[config.mk]
export PLATFORM = sky130hd
export DESIGN_NAME = contador_extensor
export DESIGN_NICKNAME = d
export VERILOG_FILES = /design/src/rtl/contador_extensor.sv
export SDC_FILE = /design/constraint.sdc
export NUM_CORES = 1
export LEC_CHECK = 0
export BUFFER_PORTS_ARGS = -buffer_cell sky130_fd_sc_hd__buf_2
export CAP_MARGIN = 5
export CORE_MARGIN = 2
export CORE_UTILIZATION = 25
export CTS_CLUSTER_SIZE = 14
export DETAILED_ROUTE_END_ITERATION = 12
export GPL_TIMING_DRIVEN = 0
export HOLD_SLACK_MARGIN = 0.02
export PLACE_DENSITY = 0.48
export SYNTH_ARGS = -nofsm -noshare
export SYNTH_HDL_FRONTEND = slang
export SYNTH_SLANG_ARGS = --single-unit
[constraint.sdc]
create_clock -name clk -period 3 [get_ports clk]
set_clock_uncertainty 0.2 [all_clocks]
set_input_delay 0.45 -clock clk [delete_from_list [all_inputs] [get_ports clk]]
set_output_delay 0.45 -clock clk [all_outputs]
set_load 0.01 [all_outputs]
[src/rtl/contador_extensor.sv]
// Cascade stage that extends the 4-bit contador with a registered upper count.
// Optional sticky wrap flag is built only when CONTADOR_EXT_OVF_EN is defined.
module contador_extensor #(
    parameter int UPPER_W = 12
) (
    input  logic                 clk,
    input  logic                 reset,
    input  logic                 enable,
    input  logic [1:0]           mode,
    input  logic [UPPER_W-1:0]   D_hi,
    input  logic                 rco_in,
    input  logic [3:0]           q_in,
    output logic [UPPER_W+3:0]   Q_ext,
    output logic                 rco_ext,
    output logic                 ovf
);

    localparam logic [1:0] MODE_UP1  = 2'b00;
    localparam logic [1:0] MODE_DOWN = 2'b01;
    localparam logic [1:0] MODE_UP3  = 2'b10;
    localparam logic [1:0] MODE_LOAD = 2'b11;

    localparam logic [UPPER_W-1:0] ONE   = {{(UPPER_W-1){1'b0}}, 1'b1};
    localparam logic [UPPER_W-1:0] ZERO  = '0;
    localparam logic [UPPER_W-1:0] ONES  = '1;

    logic [UPPER_W-1:0] upper_q, upper_d;
    logic               rco_ext_q, rco_ext_d;
    logic               wrap;

    // Both up modes carry exactly once per low-nibble wrap, so they share one path.
    always_comb begin
        upper_d = upper_q;
        wrap    = 1'b0;
        if (enable) begin
            case (mode)
                MODE_LOAD: upper_d = D_hi;
                MODE_DOWN: begin
                    if (rco_in) begin
                        upper_d = upper_q - ONE;
                        wrap    = (upper_q == ZERO);
                    end
                end
                MODE_UP1, MODE_UP3: begin
                    if (rco_in) begin
                        upper_d = upper_q + ONE;
                        wrap    = (upper_q == ONES);
                    end
                end
                default: upper_d = upper_q;
            endcase
        end
        rco_ext_d = wrap;
    end

    always_ff @(posedge clk) begin
        if (reset) begin
            upper_q   <= '0;
            rco_ext_q <= 1'b0;
        end else begin
            upper_q   <= upper_d;
            rco_ext_q <= rco_ext_d;
        end
    end

`ifdef CONTADOR_EXT_OVF_EN
    logic ovf_q, ovf_d;

    always_comb begin
        ovf_d = ovf_q | wrap;
    end

    always_ff @(posedge clk) begin
        if (reset) begin
            ovf_q <= 1'b0;
        end else begin
            ovf_q <= ovf_d;
        end
    end

    assign ovf = ovf_q;
`else
    assign ovf = 1'b0;
`endif

    assign Q_ext   = {upper_q, q_in};
    assign rco_ext = rco_ext_q;

endmodule

==> out/metrics.csv, run 1 <==
metric;value;unit
gr usage total;15.3;%
Hold Path Class;input port to flip-flop;
die area;5430;um^2
EDFF count, synth;0;
Crit Path Max Fanout;10;
H-Tree Level Count;1;
FF-to-FF Start;upper_q[1];
DRT iter0 DRCs;48;
core area;4690;um^2
Remaining Overflow, GRT;0;
first-pass GRT wire length;6.38;mm
Cell Area, Synth;1210;um^2
fin. max-slew vios;0;
beginning of the critical path;mode[0];
Post-layout nets;229;
startpoint type of the worst setup path;input port;
DR vias;1373;
Tightest Pin Transition;0.533;ns
synthesized area per cell;7.22;um^2
CTS Buffer Depth;2;
most instantiated cells after synthesis;nand2_1 (20), dfxtp_1 (13), o21ai_0 (12), clkbuf_1 (10);
die width;73.7;um
Setup violations, final;0;
vias per cell;5.30;
status;complete, no violations;
Max Clk Rate;350;MHz
largest area contributor in the netlist;dfxtp_1;
Clock Tree Root;clkbuf_8;
r2r setup slk;0.48;ns
Core Rows;25;
non-filler cells, final;259;
Mapped Cells;168;
die boundary height;73.7;um
Critical Path Sink Type;flip-flop;
number of global-route vias before repair;1268;
Slew HR;64.2;%
sequential share of the synthesized area;21.4;%
yosys warns;0;
RR Endpoint;upper_q[10];
Hold Slack;0.254;ns
# hold bufs at CTS;0;
antenna violations before repair;0;
worst r2r path cells;8;
gpl congestion;0.824;
Data required, critical path;2.95;ns
Hold Fails Final Rpt;0;
I/O Pins;40;
Total Wirelength;3.84;mm
Yosys reg bits;13;
Placed Instances;255;
area share of the largest cell type after synthesis;21.4;%
ant diodes;0;
Async SR Flop Fraction;0;%
period utilization;95.2;%
Crit Path Class;input port to flip-flop;
worst vdd ir;0.149;mV
CTS Sinks;13;
Worst setup endpoint;upper_q[10];
Post-Syn Nets;191;
Hold Path Stages;3;
pin count of the biggest net entering global routing;11;
routed len/inst;14.8;um
HPWL after DPL;2.89;mm
DRC viols;0;
CTS tree;built;
initial core utilization;25.9;%
Routed Antenna Nets;0;
RSZ-0062 raised after global routing;no;
Leak;0.000604;uW
Synth cell types;52;
Pwr per Cell Area;386;nW/um^2
Layout area overhead;23.5;%
CTS Buf Count;3;
drt pass-1 iters;4;
top post-synthesis cells by area;dfxtp_1 (21%), nand2_1 (6.2%), o21ai_0 (4.9%);
fin area;1500;um^2
dpl cell area;1450;um^2
Max Cap Viol;0;
Clk Latency, worst-skew pair;0.25;ns
top-count cell post-synth;nand2_1;
crit path DAT;2.80;ns
Primary FF master, synth;dfxtp_1;
layout cell share with drive strength beyond 1;26.3;%
PortBufs;33;
fin crit period;2.86;ns
Clock transition at path regs;0.07;ns
-- how the worst min path moves through the flow --
| stage | from | endpoint | slack [ns] |
|---|---|---|---|
| floorplan | upper_q[11] | rco_ext | 0.32 |
| global placement | upper_q[11] | rco_ext | 0.32 |
| detailed placement | upper_q[11] | rco_ext | 0.33 |
| CTS | D_hi[1] | upper_q[1] | 0.26 |
| global route | D_hi[1] | upper_q[1] | 0.27 |
| finish | D_hi[1] | upper_q[1] | 0.25 |
-- flip-flops by register name, summed over array words and instances (netlist names) --
| name | flops |
|---|---|
| rco_ext | 1 |
| upper_q | 12 |
-- through the flow --
stage	power [uW]	util [%]	worst slack [ns]	setup TNS, ns
2_1_floorplan	346	-	0.0534	0
3_3_place_gp	407	30.8	-0.555	-1.63
3_5_place_dp	407	30.8	-0.528	-1.53
4_1_cts	584	31.8	0.0426	0
5_1_grt	618	31.9	0.00834	0
6_report	579	31.9	0.144	0
-- area by class of cell --
type / instances / area, um^2
fill: 538 / 3190
multi-input combinational: 131 / 825
clock buffer: 4 / 45.0
timing repair buffer: 33 / 165
tap: 54 / 67.6
buffer: 21 / 125
sequential: 13 / 260
inverter: 3 / 11.3
-- layout by cell type, fill, tap and decap left out, drive strengths merged, types with 4 or more instances in the layout --
cell type   n
a21oi       9
nand2      20
o21ai      14
clkbuf     15
nor4        6
or3         5
nand3       7
dfxtp      13
nand2b      6
nor2b       4
nor3        5
or4         4
nor2        9
buf        43
-- power breakdown --
group          switching (uW)  internal (uW)
logic                     117           88.6
registers                13.9            185
clock network            79.8           94.3
total                     211            368
-- logic make-up (layout without fill, tap and decap cells) --
family | after synthesis | after routing | share of synthesized area (%)
AND/OR/NAND/NOR | 73 | 73 | 33.5
AO/OA/AOI/OAI | 50 | 50 | 28.4
buffers and inverters | 24 | 61 | 10.6
flip-flops | 13 | 13 | 21.4
XOR/XNOR | 3 | 3 | 2.17
multiplexers | 3 | 3 | 2.58
adder cells (fa/ha/maj) | 1 | 1 | 1.03
other | 1 | 1 | 0.309
-- repair_timing --
action | in CTS | in global routing
gates resized for setup | 2 | 4
gates cloned | 0 | 0
endpoints found under the setup margin | 3 | 2
buffers inserted | 0 | 0
endpoints found under the hold margin | 0 | 0
-- layer usage --
layer | GRT usage [%] | up-vias | share of wire, %
li1 | - | 701 | -
met1 | 21.6 | 637 | 50
met2 | 23.3 | 30 | 45
met3 | 3.16 | 5 | 4.7
met4 | 4.65 | 0 | 1.2
met5 | 0 | - | 0
-- critical path, cell delays in order --
cell      delay (ns)
buf_2           0.18
clkbuf_4        0.24
clkbuf_4        0.23
xor2_1          0.09
ha_1            0.24
or4_1           0.52
nor3_2          0.24
and3_1          0.22
o221ai_1        0.12
a32o_1          0.26
(Power assumes the default switching activity.)
==> run 2: changes to the inputs <==
- SETUP_SLACK_MARGIN: unset -> 0.4
==> run 2 against run 1 <==
  * Core utilization grew 1.7 points
  * Combinational power grew 9.7%
  * First-iteration DRC count grew 35%
  * Critical endpoint is now upper_q[4]
  * Largest power group unchanged
==> out/metrics.csv, run 2 (synthesis gave the netlist of run 1 again) <==
metric;value;unit;change
H-Tree Level Count;1;;unchanged
status;complete, no violations;;
Pwr per Cell Area;378;nW/um^2;-2.0%
FF-to-FF Start;upper_q[1];;
initial core utilization;25.9;%;unchanged
Max Clk Rate;390;MHz;+11%
period utilization;85.5;%;-9.7 points
# hold bufs at CTS;0;;unchanged
Post-layout nets;233;;+1.7%
die area;5430;um^2;unchanged
RR Endpoint;upper_q[4];;
most common cell after layout, fill and taps aside;buf_2;;
Leak;0.000627;uW;+3.7%
Total Wirelength;3.96;mm;+3.2%
Hold Path Stages;3;;unchanged
worst vdd ir;0.151;mV;+1.0%
layout cell share with drive strength beyond 1;30.1;%;+3.8 points
Max Cap Viol;0;;unchanged
Hold Fails Final Rpt;0;;unchanged
I/O Pins;40;;unchanged
gr usage total;15.5;%;+0.22 points
Crit Path Max Fanout;10;;unchanged
HPWL after DPL;2.90;mm;+0.42%
worst path cell trace;buf_6 -> buf_8 -> buf_8 -> xor2_1 -> ha_2 -> or4_4 -> buf_4 -> o21ai_1 -> a21oi_1 -> or3_1 -> a21oi_1;;
number of global-route vias before repair;1265;;-0.24%
fin area;1580;um^2;+5.3%
crit path DAT;2.54;ns;-0.26 ns
Hold Path Class;input port to flip-flop;;
PortBufs;33;;unchanged
Layout area overhead;30.1;%;
Tightest Pin Transition;0.568;ns;+0.0350 ns
RSZ-0062 raised after global routing;yes;;
Slowest cell on crit path;or4_4;;
pin count of the biggest net entering global routing;11;;unchanged
fin crit period;2.56;ns;-0.292 ns
commonest non-fill, non-tap cells in the layout;buf_2 (35), nand2_1 (20), dfxtp_1 (13);;
DRT iter0 DRCs;65;;+35%
die boundary height;73.7;um;unchanged
CTS Sinks;13;;unchanged
CTS tree;built;;
routed len/inst;15.1;um;+1.6%
Remaining Overflow, GRT;0;;unchanged
ant diodes;0;;unchanged
Hold EP;upper_q[1];;
Hold Slack;0.258;ns;+0.00388 ns
Crit Path Class;input port to flip-flop;;
DRC viols;0;;unchanged
Clock transition at path regs;0.06;ns;about the same
first-pass GRT wire length;6.38;mm;unchanged
Data required, critical path;2.98;ns;+0.03 ns
Routed Antenna Nets;0;;unchanged
Clk Latency, worst-skew pair;0.25;ns;about the same
Placed Instances;255;;unchanged
gpl congestion;0.805;;-2.3%
antenna violations before repair;0;;unchanged
fin. max-slew vios;0;;unchanged
DR vias;1383;;+0.73%
r2r setup slk;0.55;ns;+0.07 ns
Clock Tree Root;clkbuf_8;;
largest reg by FF count;upper_q;;
die width;73.7;um;unchanged
Largest register FFs;12;;unchanged
CTS Buf Count;3;;unchanged
non-filler cells, final;263;;+1.5%
core area;4690;um^2;unchanged
dpl cell area;1490;um^2;+2.8%
Critical Path Sink Type;flip-flop;;
HP Start;D_hi[1];;
fill count;524;;-2.6%
Slew HR;62.1;%;-2.1 points
Core Rows;25;;unchanged
drt pass-1 iters;4;;unchanged
CTS Buffer Depth;2;;unchanged
sum of negative setup slack;0;ns;unchanged
final total power;598;uW;+3.3%
worst r2r path cells;9;;+1
Setup violations, final;0;;unchanged
Crit path largest cell delay;0.57;ns;+0.05 ns
startpoint type of the worst setup path;input port;;
vias per cell;5.26;;-0.80%
## run 2: final cells by class
cell class              count  area (um^2)  share of cell area (%)
well taps                  54         67.6                    4.28
flip-flops and latches     13          260                    16.5
clock buffers               4         45.0                    2.85
multi-input cells         131          853                    54.0
plain buffers              21          146                    9.27
inverters                   3         11.3                   0.713
repair buffers             37          195                    12.4
## run 2: report_power, final
group,internal [uW],switching [uW]
Sequential,185,14.9
Clock,94.2,77.6
Combinational,104,122
## run 2: repair_timing
action / 4_1_cts / 5_1_grt
endpoints found under the setup margin: 0 / 1
resized for setup: 0 / 5
setup buffers: 0 / 4
## run 2: worst max-delay path by stage
stage / startpoint / end / slack (ns) / cells after the start
floorplan: mode[0] / upper_q[10] / 0.37 / 10
global placement: mode[0] / upper_q[10] / 0.18 / 10
detailed placement: mode[0] / upper_q[10] / 0.18 / 10
CTS: mode[0] / upper_q[10] / 0.45 / 10
global route: mode[0] / upper_q[4] / 0.37 / 11
finish: mode[0] / upper_q[4] / 0.44 / 11
## run 2: routing by layer
metal	GRT usage [%]	wire length, um
met3	2.19	174
met4	3.64	32
met2	24.8	1820
met5	0	0
met1	22.0	1940
## run 2: critical path, delay by kind of cell
family	cells	cell delay, ns
XOR/XNOR	1	0.14
AND/OR/NAND/NOR	2	0.89
buffers and inverters	4	0.53
AO/OA/AOI/OAI	3	0.33
adder cells (fa/ha/maj)	1	0.19
## run 2: per-stage QoR
step | setup slack, ns | util, %
after floorplan | 0.369 | -
final | 0.436 | 33.7
after global routing | 0.370 | 33.7
after global placement | 0.183 | 31.7
after detailed placement | 0.184 | 31.7
after CTS | 0.449 | 32.6
